File: src/rtl/tpu_pkg.sv
// Shared TPU definitions: default datapath widths and the result-drain FSM
// state encoding used by the drain controller and its output FIFO.
package tpu_pkg;

    localparam int ADDRESSSIZE_DEF     = 10;
    localparam int PARTIAL_SUM_BW_DEF  = 20;
    localparam int MATRIX_SIZE_DEF     = 8;
    localparam int WORDSIZE_RESULT_DEF = PARTIAL_SUM_BW_DEF * MATRIX_SIZE_DEF;

    typedef enum logic [1:0] {
        IDLE  = 2'd0,
        RUN   = 2'd1,
        FLUSH = 2'd2
    } drain_state_e;

    // Width needed to hold an occupancy count of 0..depth.
    function automatic int cnt_width(input int depth);
        return $clog2(depth + 1);
    endfunction

endpackage

File: src/rtl/result_out_fifo.sv
// Small synchronous FIFO holding result words (plus a last-word tag) between
// the SRAM read port and the output stream; the head entry drives the stream.
module result_out_fifo
    import tpu_pkg::*;
#(
    parameter int DEPTH = 2,
    parameter int WIDTH = WORDSIZE_RESULT_DEF + 1,
    localparam int CNT_W = cnt_width(DEPTH),
    localparam int PTR_W = (DEPTH > 1) ? $clog2(DEPTH) : 1
) (
    input  logic             clk,
    input  logic             rstn,
    input  logic             i_push,
    input  logic [WIDTH-1:0] i_push_data,
    input  logic             i_pop,
    output logic [WIDTH-1:0] o_head,
    output logic [CNT_W-1:0] o_count,
    output logic             o_valid
);

    logic [WIDTH-1:0] r_mem [DEPTH];
    logic [PTR_W-1:0] r_wr_ptr;
    logic [PTR_W-1:0] r_rd_ptr;
    logic [CNT_W-1:0] r_count;
    logic             w_pop;

    function automatic logic [PTR_W-1:0] next_ptr(input logic [PTR_W-1:0] ptr);
        return (ptr == PTR_W'(DEPTH - 1)) ? '0 : ptr + PTR_W'(1);
    endfunction

    assign w_pop = i_pop & (r_count != '0);

    // NOTE: storage is reset on purpose so a mid-drain reset discards every
    // buffered word and the head (m_data) reads back as zero afterwards.
    always_ff @(posedge clk or negedge rstn) begin
        if (!rstn) begin
            for (int i = 0; i < DEPTH; i++) begin
                r_mem[i] <= '0;
            end
            r_wr_ptr <= '0;
            r_rd_ptr <= '0;
            r_count  <= '0;
        end else begin
            if (i_push) begin
                r_mem[r_wr_ptr] <= i_push_data;
                r_wr_ptr        <= next_ptr(r_wr_ptr);
            end
            if (w_pop) begin
                r_rd_ptr <= next_ptr(r_rd_ptr);
            end
            case ({i_push, w_pop})
                2'b10:   r_count <= r_count + CNT_W'(1);
                2'b01:   r_count <= r_count - CNT_W'(1);
                default: r_count <= r_count;
            endcase
        end
    end

    assign o_head  = r_mem[r_rd_ptr];
    assign o_count = r_count;
    assign o_valid = (r_count != '0);

endmodule

File: src/rtl/result_drain_ctrl.sv
// Result drain controller: reads num_words consecutive result-SRAM words from
// base_addr and streams them out over valid/ready, tagging the final word.
module result_drain_ctrl
    import tpu_pkg::*;
#(
    parameter int ADDRESSSIZE     = ADDRESSSIZE_DEF,
    parameter int PARTIAL_SUM_BW  = PARTIAL_SUM_BW_DEF,
    parameter int MATRIX_SIZE     = MATRIX_SIZE_DEF,
    parameter int WORDSIZE_Result = PARTIAL_SUM_BW * MATRIX_SIZE,
    parameter int BUF_DEPTH       = 2
) (
    input  logic                       clk,
    input  logic                       rstn,
    input  logic                       start,
    input  logic [ADDRESSSIZE-1:0]     base_addr,
    input  logic [ADDRESSSIZE:0]       num_words,
    output logic                       busy,
    output logic                       done,
    output logic                       sram_rd_sel,
    output logic [ADDRESSSIZE-1:0]     sram_address,
    input  logic [WORDSIZE_Result-1:0] sram_data_in,
    output logic                       m_valid,
    input  logic                       m_ready,
    output logic [WORDSIZE_Result-1:0] m_data,
    output logic                       m_last
);

    localparam int CNT_W = cnt_width(BUF_DEPTH);

    drain_state_e r_state;
    drain_state_e w_state_next;

    logic [ADDRESSSIZE-1:0] r_addr;
    logic [ADDRESSSIZE:0]   r_remaining;
    logic                   r_inflight;
    logic                   r_inflight_last;
    logic                   r_done;

    logic                   w_load;
    logic                   w_issue;
    logic                   w_final_issue;
    logic                   w_done_next;
    logic                   w_pop;
    logic                   w_fifo_valid;
    logic [CNT_W-1:0]       w_occ;
    logic [CNT_W:0]         w_level;
    logic [CNT_W:0]         w_limit;
    logic [WORDSIZE_Result:0] w_head;

    result_out_fifo #(
        .DEPTH (BUF_DEPTH),
        .WIDTH (WORDSIZE_Result + 1)
    ) u_out_fifo (
        .clk         (clk),
        .rstn        (rstn),
        .i_push      (r_inflight),
        .i_push_data ({r_inflight_last, sram_data_in}),
        .i_pop       (w_pop),
        .o_head      (w_head),
        .o_count     (w_occ),
        .o_valid     (w_fifo_valid)
    );

    assign m_valid = w_fifo_valid;
    assign m_data  = w_head[WORDSIZE_Result-1:0];
    assign m_last  = w_fifo_valid & w_head[WORDSIZE_Result];
    assign w_pop   = w_fifo_valid & m_ready;

    // A read may issue when buffered + in-flight words, less this cycle's pop,
    // still leave a free slot for the data returning next cycle.
    assign w_level = (CNT_W+1)'(w_occ) + (CNT_W+1)'(r_inflight);
    assign w_limit = (CNT_W+1)'(BUF_DEPTH) + (CNT_W+1)'(w_pop);

    always_ff @(posedge clk or negedge rstn) begin
        if (!rstn) begin
            r_state <= IDLE;
        end else begin
            r_state <= w_state_next;
        end
    end

    // NOTE: every output of this block gets a default first, so no path
    // through the case statement can leave one unassigned and infer a latch.
    always_comb begin
        w_state_next  = r_state;
        w_load        = 1'b0;
        w_issue       = 1'b0;
        w_final_issue = 1'b0;
        w_done_next   = 1'b0;
        case (r_state)
            IDLE: begin
                if (start) begin
                    if (num_words != '0) begin
                        w_load       = 1'b1;
                        w_state_next = RUN;
                    end else begin
                        w_done_next = 1'b1;
                    end
                end
            end
            RUN: begin
                if (w_level < w_limit) begin
                    w_issue = 1'b1;
                    if (r_remaining == (ADDRESSSIZE+1)'(1)) begin
                        w_final_issue = 1'b1;
                        w_state_next  = FLUSH;
                    end
                end
            end
            FLUSH: begin
                // The tagged word leaving the head means nothing is left behind it.
                if (w_pop && m_last) begin
                    w_done_next  = 1'b1;
                    w_state_next = IDLE;
                end
            end
            default: begin
                w_state_next = IDLE;
            end
        endcase
    end

    always_ff @(posedge clk or negedge rstn) begin
        if (!rstn) begin
            r_addr          <= '0;
            r_remaining     <= '0;
            r_inflight      <= 1'b0;
            r_inflight_last <= 1'b0;
            r_done          <= 1'b0;
        end else begin
            if (w_load) begin
                r_addr      <= base_addr;
                r_remaining <= num_words;
            end else if (w_issue) begin
                r_addr      <= r_addr + ADDRESSSIZE'(1);
                r_remaining <= r_remaining - (ADDRESSSIZE+1)'(1);
            end
            r_inflight      <= w_issue;
            r_inflight_last <= w_final_issue;
            r_done          <= w_done_next;
        end
    end

    assign busy         = (r_state != IDLE);
    assign done         = r_done;
    assign sram_rd_sel  = w_issue;
    assign sram_address = r_addr;

endmodule

File: config.mk
export PLATFORM = sky130hd
export DESIGN_NAME = result_drain_ctrl
export DESIGN_NICKNAME = d
export VERILOG_FILES = /design/src/rtl/tpu_pkg.sv /design/src/rtl/result_out_fifo.sv /design/src/rtl/result_drain_ctrl.sv
export SDC_FILE = /design/constraint.sdc
export NUM_CORES = 1
export LEC_CHECK = 0
export ABC_AREA = 1
export CAP_MARGIN = 0
export CORE_MARGIN = 2
export CORE_UTILIZATION = 54
export DETAILED_ROUTE_END_ITERATION = 8
export PLACE_DENSITY = 0.85
export SETUP_SLACK_MARGIN = 0.5
export SYNTH_ARGS = -nofsm -noshare
export SYNTH_HDL_FRONTEND = slang
export SYNTH_SLANG_ARGS = --single-unit
File: constraint.sdc
create_clock -name clk -period 3.7 [get_ports clk]
set_input_delay 0.925 -clock clk [delete_from_list [all_inputs] [get_ports clk]]
set_output_delay 0.925 -clock clk [all_outputs]
set_load 0.05 [all_outputs]
==> results.toml <==
[hold_path]
holdCritPathClass = "primary input to async pin"

[worst_setup_path]
path_max_fanout = 7
required_ps = 2770
reg2reg_from = "r_state[1]"
startpoint_type = "primary input"
rr_endpoint = "sram_address[9]"
arrival_ps = 2130
crit_start = "m_ready"
reg2reg_depth = 7
critPathKind = "primary input to output port"
end_kind = "output port"
r2r_slack_ps = 1700

[layout]
fin_util_pct = 76.9
multiInputGateArea_mm2 = 0.00567
n_fill_cell = 1831
register_area_mm2 = 0.00881
final_cell_mix = "nand2_1, dfrtp_1, o21ai_0, clkdlybuf4s50_1, inv_1"
layout-drive-gt1-share_pct = 11.4
areaGrowthSynthToFinish_pct = 40.4
stdcell_area_mm2 = 0.0220
final_common_cell = "nand2_1"
final_nets = 2453

[clocking]
clockRootBuffer = "clkbuf_16"
cts_tree = "yes"
cts_buffer_depth = 3
ctsHtreeMaxLevel = 2
cts-buffers-inserted = 37
cts_hold_buffers = 0
cts.sink_count = 352
clkTransAtPathRegs_ps = 60
clk_latency_ps = 520

[die]
die_x_um = 174
ioPinCount = 360
dieArea_mm2 = 0.0304
start_util_pct = 54.8
rows = 62
die_y_um = 174
core_mm2 = 0.0286

[timing]
fin_crit_sh_pct = 82.7
finalMaxSlewViolations = 0
max_freq_ghz = 0.327
grt_setup_unrepaired = "no"
setup_viol = 0
setup_tns_ps = 0
min_period_ps = 3060
final_hold_viol_count = 0
worst_pin_slew_ps = 756
relSlewSlack_pct = 49.6
skew_ps = 17.8

[synth]
synth_top_area_share_pct = 56.2
synth_edf_count = 0
syn-num-nets = 2152
yosysWarningCount = 0
post_synth.cell_area_avg_um2 = 8.00
async_flop_share_pct = 100
syn_area_mm2 = 0.0157
netlist_instances = 1961
ys_types = 27
yosysTopAreaCell = "dfrtp_1"
synthFlopType = "dfrtp_1"
ys_seq_area_share_pct = 56.2
yosys-top-cells-area = "dfrtp_1, nand2_1, o21ai_0"
ys_seq_elements = 352

[route]
ant_nets = 0
drtPass1Iterations = 5
drc = 0
top_layer = "met5"
viasPerCell = 5.34
drtIter0Drc = 1281
wl_mm = 43.9
wire_per_inst_um = 16.4
num_vias = 14300
wl_met2_mm = 21.9
wl_met1_mm = 16.9
detailroute.wirelength.met3_mm = 3.33

[global_route]
grt_usage_pct = 28.3
antenna_found_initial = 6
grt_pass1_wl_mm = 70.0
overflow = 0
grt_max_degree = 163
grt_pass1_vias = 14200

[placed_design]
portBuffers = 359
post_dp_cell_area_mm2 = 0.0206
routabilityCongestion = 0.822
place_hpwl_mm = 27.8

[run]
drv_cap = 0

[status]
status = "completed"
[layout make-up]
class | instances | share of cell area [%]
antenna | 4 | 0.0455
clock buffer | 52 | 5.02
clock inverter | 12 | 0.989
inverter | 182 | 3.14
multi-input combinational | 1311 | 25.7
sequential | 352 | 40.0
tap | 384 | 2.18
timing repair buffer | 378 | 22.8
[worst max-delay path by stage]
| stage | to |
|---|---|
| 6_report | sram_rd_sel |
| 5_1_grt | sram_rd_sel |
| 4_1_cts | m_last |
| 3_5_place_dp | sram_rd_sel |
| 3_3_place_gp | sram_rd_sel |
| 2_1_floorplan | sram_rd_sel |
[cells in the mapped netlist (4+ instances only)]
cell type and number:
nand2_1 852, inv_1 179, dfrtp_1 352, clkbuf_1 43, nor3_1 5, nor2_1 18, xor2_1 9, o21ai_1 108
nand3_1 66, ha_1 6, buf_6 4, xnor2_1 5, o21ai_0 219, buf_2 49, o211ai_2 7, buf_1 19
[timing repair]
action,4_1_cts,5_1_grt
hold endpoints to repair,0,0
resized for setup,2,3
endpoints found under the setup margin,2,3
cloned,0,1
buffers inserted,0,2
[metrics by stage]
stage / instances / worst slack [ps] / hold WS, ps
finish: 2675 / 640 / 312
global route: 2674 / 559 / 325
CTS: 2668 / 514 / 315
detailed placement: 2604 / 513 / 473
global placement: 2604 / 540 / 466
floorplan: 1961 / 1160 / 413
[cells by family (layout without fill, tap and decap cells)]
family | Yosys count | count (layout) | synth area share, %
compound gates | 337 | 337 | 11.1
xor+xnor | 14 | 14 | 0.782
fa+ha+maj | 6 | 6 | 0.479
buf+inv | 298 | 624 | 7.74
flops | 352 | 352 | 56.2
other cells | 0 | 4 | 0
simple gates | 954 | 954 | 23.7
[sequential cells by signal, indices dropped and copies added, names as in the netlist]
name,cells
sram_address,10
u_out_fifo.r_wr_ptr,1
u_out_fifo.r_rd_ptr,1
u_out_fifo.r_mem,322
u_out_fifo.o_count,2
done,1
r_inflight,1
r_state,2
r_inflight_last,1
r_remaining,11
[critical path: stages]
cell and delay [ps]:
clkdlybuf4s50_1 500, inv_1 80, nor2_4 150, nand2_2 60, nand2_2 70, nand3_2 90, clkinv_4 110, buf_12 140
[layer usage]
metal	up-vias	GRT usage [%]
met5	-	0
met4	2	11.6
met3	125	5.97
met2	597	48.3
met1	6868	35.2
li1	6701	-
Power is left out: the tool's default activity adds up to more than one toggle a clock period on the data nets, which glitch-free logic cannot reach.
